$ cat src/rtl/schoolbook_unload.sv
`default_nettype none
// ============================================================================
//  Module   : schoolbook_unload
//  Brief    : Waits out the schoolbook multiplier latency, captures the 2N-bit
//             product and streams it LSW-first as W-bit valid/ready words.
//  Revision : 1.0 - initial release
// ============================================================================
module schoolbook_unload #(
    parameter int N   = 283,
    parameter int W   = 32,
    parameter int LAT = N + 2
) (
    input  logic           clk,
    input  logic           rst,
    input  logic           start,
    input  logic [2*N-1:0] c_in,
    output logic [W-1:0]   dout,
    output logic           dout_valid,
    input  logic           dout_ready,
    output logic           dout_last,
    output logic           busy
);

    localparam int NW = (2 * N + W - 1) / W;
    localparam int SW = NW * W;
    localparam int CW = $clog2(LAT + 1);
    localparam int IW = (NW > 1) ? $clog2(NW) : 1;

    localparam logic [CW-1:0] c_wait_load = CW'(LAT - 1);
    localparam logic [IW-1:0] c_last_idx  = IW'(NW - 1);

    typedef enum logic [1:0] {
        S_IDLE = 2'd0,
        S_WAIT = 2'd1,
        S_SEND = 2'd2
    } state_t;

    state_t          r_state;
    state_t          w_next_state;
    logic [CW-1:0]   r_cnt;
    logic [IW-1:0]   r_idx;
    logic [SW-1:0]   r_shift;
    logic            w_capture;
    logic            w_handshake;
    logic            w_last_hs;

    assign w_capture   = (r_state == S_WAIT) && (r_cnt == '0);
    assign w_handshake = dout_valid && dout_ready;
    assign w_last_hs   = w_handshake && (r_idx == c_last_idx);

    always_ff @(posedge clk) begin
        if (!rst) begin
            r_state <= S_IDLE;
        end else begin
            r_state <= w_next_state;
        end
    end

    always_comb begin
        w_next_state = r_state;
        case (r_state)
            S_IDLE:  if (start)     w_next_state = S_WAIT;
            S_WAIT:  if (w_capture) w_next_state = S_SEND;
            S_SEND:  if (w_last_hs) w_next_state = S_IDLE;
            default:                w_next_state = S_IDLE;
        endcase
    end

    // Counter is loaded with LAT-1 so that it reads zero on the LAT-th edge
    // after the start edge, which is the capture edge.
    always_ff @(posedge clk) begin
        if (!rst) begin
            r_cnt <= '0;
        end else if (r_state == S_IDLE && start) begin
            r_cnt <= c_wait_load;
        end else if (r_state == S_WAIT && r_cnt != '0) begin
            r_cnt <= r_cnt - 1'b1;
        end
    end

    always_ff @(posedge clk) begin
        if (!rst) begin
            r_shift <= '0;
            r_idx   <= '0;
        end else if (w_capture) begin
            r_shift <= SW'(c_in);
            r_idx   <= '0;
        end else if (w_handshake) begin
            r_shift <= r_shift >> W;
            r_idx   <= w_last_hs ? '0 : r_idx + 1'b1;
        end
    end

    // The register drains to zero after the last shift, so dout reads zero
    // whenever no stream is in flight.
    assign dout       = r_shift[W-1:0];
    assign dout_valid = (r_state == S_SEND);
    assign dout_last  = (r_state == S_SEND) && (r_idx == c_last_idx);
    assign busy       = (r_state != S_IDLE);

endmodule
`default_nettype wire

$ cat config.mk
export PLATFORM = sky130hd
export DESIGN_NAME = schoolbook_unload
export DESIGN_NICKNAME = d
export VERILOG_FILES = /design/src/rtl/schoolbook_unload.sv
export SDC_FILE = /design/constraint.sdc
export NUM_CORES = 1
export LEC_CHECK = 0
export ABC_AREA = 1
export CORE_MARGIN = 4
export CORE_UTILIZATION = 31
export CTS_BUF_LIST = sky130_fd_sc_hd__clkbuf_16
export DETAILED_ROUTE_END_ITERATION = 7
export PLACE_DENSITY_LB_ADDON = 0.08
export SETUP_SLACK_MARGIN = 0.4
export SYNTH_ARGS = -nofsm -noshare
export SYNTH_HDL_FRONTEND = slang
export SYNTH_SLANG_ARGS = --single-unit
$ cat constraint.sdc
create_clock -name clk -period 5.3 [get_ports clk]
set_input_delay 1.06 -clock clk [delete_from_list [all_inputs] [get_ports clk]]
set_output_delay 1.06 -clock clk [all_outputs]
set_load 0.1 [all_outputs]
Word-level counts from Yosys, hierarchy flattened
Index checks and enable logic that the tools add are counted.
{ "totals": {"register_bits": 582, "inputBits": 570, "output_inout_bits": 35, "elab_cells": 38} }
{ "classes": {"add_sub_neg": 2, "n_eq_ne": 6, "mux": 9, "n_bitwise": 1, "n_reduce_logical": 15} }
{ "op_table": {"columns": ["operator", "count"], "rows": [
  ["two-way mux 566 bit", 2],
  ["two-way mux 9 bit", 2],
  ["logical NOT 9 bit", 1],
  ["nonzero test 9 bit", 1],
  ["subtractor 9 x 1 -> 9 bit, second input constant", 1],
  ["logical AND 1 bit", 6],
  ["two-way mux 2 bit", 3],
  ["one-hot mux 2 bit (3 select lines)", 1],
  ["nonzero test 2 bit", 3],
  ["adder 5 x 1 -> 5 bit, second input constant", 1],
  ["equality test 5 bit, second input constant", 1],
  ["two-way mux 5 bit", 1],
  ["inequality test 2 bit, second input constant", 2],
  ["OR reduction 2 bit", 2],
  ["AND reduction 3 bit", 1],
  ["equality test 2 x 1 -> 1 bit, second input constant", 1],
  ["equality test 2 bit, second input constant", 1],
  ["logical NOT 2 bit", 1],
  ["inequality test 2 x 1 -> 1 bit, second input constant", 1],
  ["inverter 1 bit", 1]
]} }

Longest topological paths before layout
{ "depth": {"ltp_word": 5, "depth_mapped": 13, "ltp_nobuf": 10} }

Least setup slack after synthesis
OpenSTA, ideal clock, no wires.
{ "synth_path": {"path_kind": "register -> output", "from": "register r_idx[0]", "to": "output port dout_last", "t_arrival_ns": 2.844, "required_time_ns": 4.240, "setup_slack_ns": 1.396, "path_stages_with_launch": 6, "path_cell_list": "dfxtp_1 -> ha_1 -> nand2_1 -> nor3_1 -> inv_1 -> nor3_1"} }
{ "synth_via": {"elab_chain_cells": 2} }
{ "synth_lines": {"columns": ["element", "line", "text"], "rows": [
  ["start, declared", "41", "logic [IW-1:0] r_idx;"],
  ["start signal, assigned", "90", "r_idx <= w_last_hs ? '0 : r_idx + 1'b1;"],
  ["equality test 5 bit", "98", "assign dout_last = (r_state == S_SEND) && (r_idx == c_last_idx);"],
  ["logical AND 1 bit", "98", null],
  ["end, declared", "20", "output logic dout_last,"]
]} }
No other way between the ends.

Final worst setup path
Ends and elaborated chain as after synthesis.

==> results.yml <==
power_and_ir_drop:
  p_sw_share_pct: 33.5
  pwr-share-clk_pct: 36.4
  ir_worst_vdd_mv: 0.243
  total_power_mw: 13.2
  p_leak_nw: 17.5
  pwr-share-comb_pct: 24.2
  p_int_mw: 8.81
  power_density_nw_per_um2: 360
  switchingPower_mw: 4.44
  seqPwrFrac_pct: 39.5
sta:
  slew_headroom_pct: 27.5
  worst_slack_ps: 1280
  tightest_slew_ps: 1090
  fmax_mhz: 249
  finalCriticalPeriod_ps: 4020
  fin_crit_sh_pct: 75.9
  hold_violations: 0
  finalSetupViolCount: 0
  fin_tns_setup_ps: 0
  slew_viol_final: 0
  finClkSkew_ps: 22.1
  rsz0062_at_grt: "no"
global_route:
  grt_pass1_wl_um: 163000
  antenna_found_initial: 13
  grt_usage_pct: 21.8
  grt_start_max_net_pins: 229
  gr-total-overflow: 0
  grt_pass1_vias: 27500
clocking:
  path_clk_slew_ps: 60
  cts_hold_buf: 0
  cts_resized: 0
  post_cts_buffers: 0
  clk_latency_ps: 610
  cts-root-buf: "clkbuf_16"
  tritoncts: "yes"
  htreeDepth: 3
  cts_buffers: 73
  clockBufferDepth: 3
  cts.sink_count: 582
setup_path:
  crit-reg2reg-launch: "r_cnt[0]"
  worstSetupEndpoint: "dout_last"
  critPathLaunchType: "flip-flop"
  cp_num_buf_inv: 2
  cpMostUsedCell: "nor3_1"
  cp_data_required_time_ps: 4240
  max_stage_delay_ps: 1190
  r2r_setup_slack_ps: 1550
  r2r_cells: 9
  crit_chain: "ha_1 -> nand2_1 -> nor3_1 -> inv_1 -> nor3_1 -> clkdlybuf4s50_1"
  slowest_stage: "clkdlybuf4s50_1"
  critical_path_depth: 6
  setup.worst_path.start: "r_idx[0]"
  crit_arrival_ps: 2960
  r2r_end: "r_shift[324]"
  end_kind: "output pin"
  crit_fanout: 5
  critPathTopFamily: "buffers and inverters"
  worst-setup-path-type: "flip-flop to output pin"
synthesis:
  synth_top_family_by_area: "simple AND/OR/NAND/NOR gates"
  synth-xor-area-share_pct: 0.186
  ys.flop_type: "dfxtp_1"
  ys_seq_area_share_pct: 41.1
  syn_nets: 5076
  synth_cell_types: 27
  yosys_warnings: 0
  synth-compound-area-share_pct: 15.8
  ys_ff_latch: 582
  synth-simple-area-share_pct: 29.0
  synth-async-reset-ratio_pct: 0
  synth_mux_area_share_pct: 0
  synthesis.area_um2: 28300
  synthCells: 4503
  syn_avg_cell_area_um2: 6.29
  yosys.area_share.adder_pct: 0.133
  synth_edf_count: 0
placement:
  dp_slack_ps: 1350
  dp_hpwl_um: 72200
  port_buffers: 604
  globalplace.congestion: 0.825
layout:
  layout_commonest_cell: "nand2_1"
  utilization_pct: 40.7
  nFillCells: 9893
  final_cell_mix: "nand2_1 (1138), o21ai_0 (781), nor2_1 (738), clkdlybuf4s50_1 (603), inv_1 (592)"
  nNetsFinal: 5420
  drive_above_1_share_pct: 2.88
  area.growth.synth_to_final_pct: 29.9
route:
  vias: 28300
  wl_per_cell_um: 18.0
  drc: 0
  vias_per_cell: 4.64
  drtIter0Drc: 1995
  first_pass_iters: 6
  final_antenna_net_count: 0
  drt-total-wl_um: 110000
run_status:
  status: "completed"
die:
  initial_utilization_pct: 31.4
  ios: 605
  core_area_um2: 90300
  rows: 110
  die_x_um: 310
  dieArea_um2: 96300
  die_h_um: 310
job:
  drv_cap: 0
min_path:
  hold_path.class: "flip-flop to flip-flop"
==> power by group through the flow <==
stage / sequential (mW) / combinational, mW / clock, mW
4_1_cts: 5.23 / 3.25 / 4.95
3_3_place_gp: 5.31 / 3.23 / 0
5_1_grt: 5.29 / 3.61 / 5.11
3_5_place_dp: 5.31 / 3.23 / 0
2_1_floorplan: 5.22 / 2.19 / 0
6_report: 5.23 / 3.20 / 4.82
==> Yosys cell counts, types with 2 or more instances <==
cell      number  area [µm²]
ha_1           3        37.5
clkbuf_1     198         743
nand4_1      140         876
inv_2          2        7.51
o21ai_0      781        3910
nor2_1       739        2770
nor3_1         3        15.0
buf_1         12        45.0
xor2_1         5        43.8
buf_6          3        33.8
o21ai_1       40         200
nand2_1     1139        4280
buf_4         49         368
buf_2         99         495
inv_1        581        2180
a21oi_1       74         370
nand3b_1       2        15.0
nand3_1       42         210
clkinv_1       2        7.51
dfxtp_1      582       11700
==> routing by layer <==
| layer | GRT usage [%] | share of wire, % | wire [µm] |
|---|---|---|---|
| met1 | 28.1 | 44 | 48400 |
| met2 | 38.1 | 50 | 54400 |
| met3 | 3.48 | 4.5 | 5000 |
| met4 | 4.97 | 1.8 | 2020 |
| met5 | 0 | 0.042 | 46 |
==> per-stage QoR <==
stage | hold slack (ps) | instances | area (µm²)
2_1_floorplan | 439 | 4503 | 28300
3_3_place_gp | 450 | 5948 | 34500
3_5_place_dp | 453 | 5948 | 34500
4_1_cts | 462 | 6080 | 36800
5_1_grt | 473 | 6089 | 36800
6_report | 458 | 6092 | 36800
==> final cells by class <==
cell class	count	area [µm²]	share of cell area, %
Sequential cell	582	11700	31.7
Antenna cell	12	30.0	0.0816
Clock buffer	75	1880	5.10
Timing Repair Buffer	630	6370	17.3
Multi-Input combinational cell	2975	12800	34.8
Clock inverter	57	359	0.976
Tap cell	1176	1470	4.00
Inverter	585	2210	6.02
==> tightest hold or removal path: stages, from the launching register on <==
cell and delay [ps]:
dfxtp_1 310, nand2_1 60, a21oi_1 50
==> worst min path at each step <==
stage / from / end / cells after the start
floorplan: r_shift[536] / r_shift[536] / 2
global placement: r_shift[542] / r_shift[542] / 2
detailed placement: r_shift[545] / r_shift[545] / 2
CTS: r_shift[545] / r_shift[545] / 2
global route: r_shift[564] / r_shift[564] / 2
finish: r_shift[545] / r_shift[545] / 2
==> sequential cells by signal (all words and copies together) (netlist names) <==
signal	flops
r_cnt	9
r_idx	5
r_shift	566
r_state	2
==> cells by family (layout without fill, tap and decap cells) <==
logic type,count (synthesis),after routing
fa+ha+maj,3,3
flops,582,582
buf+inv,946,1347
compound gates,895,895
xor+xnor,6,6
other cells,0,12
simple gates,2071,2071
No activity file was read; power rests on OpenSTA's default activity.
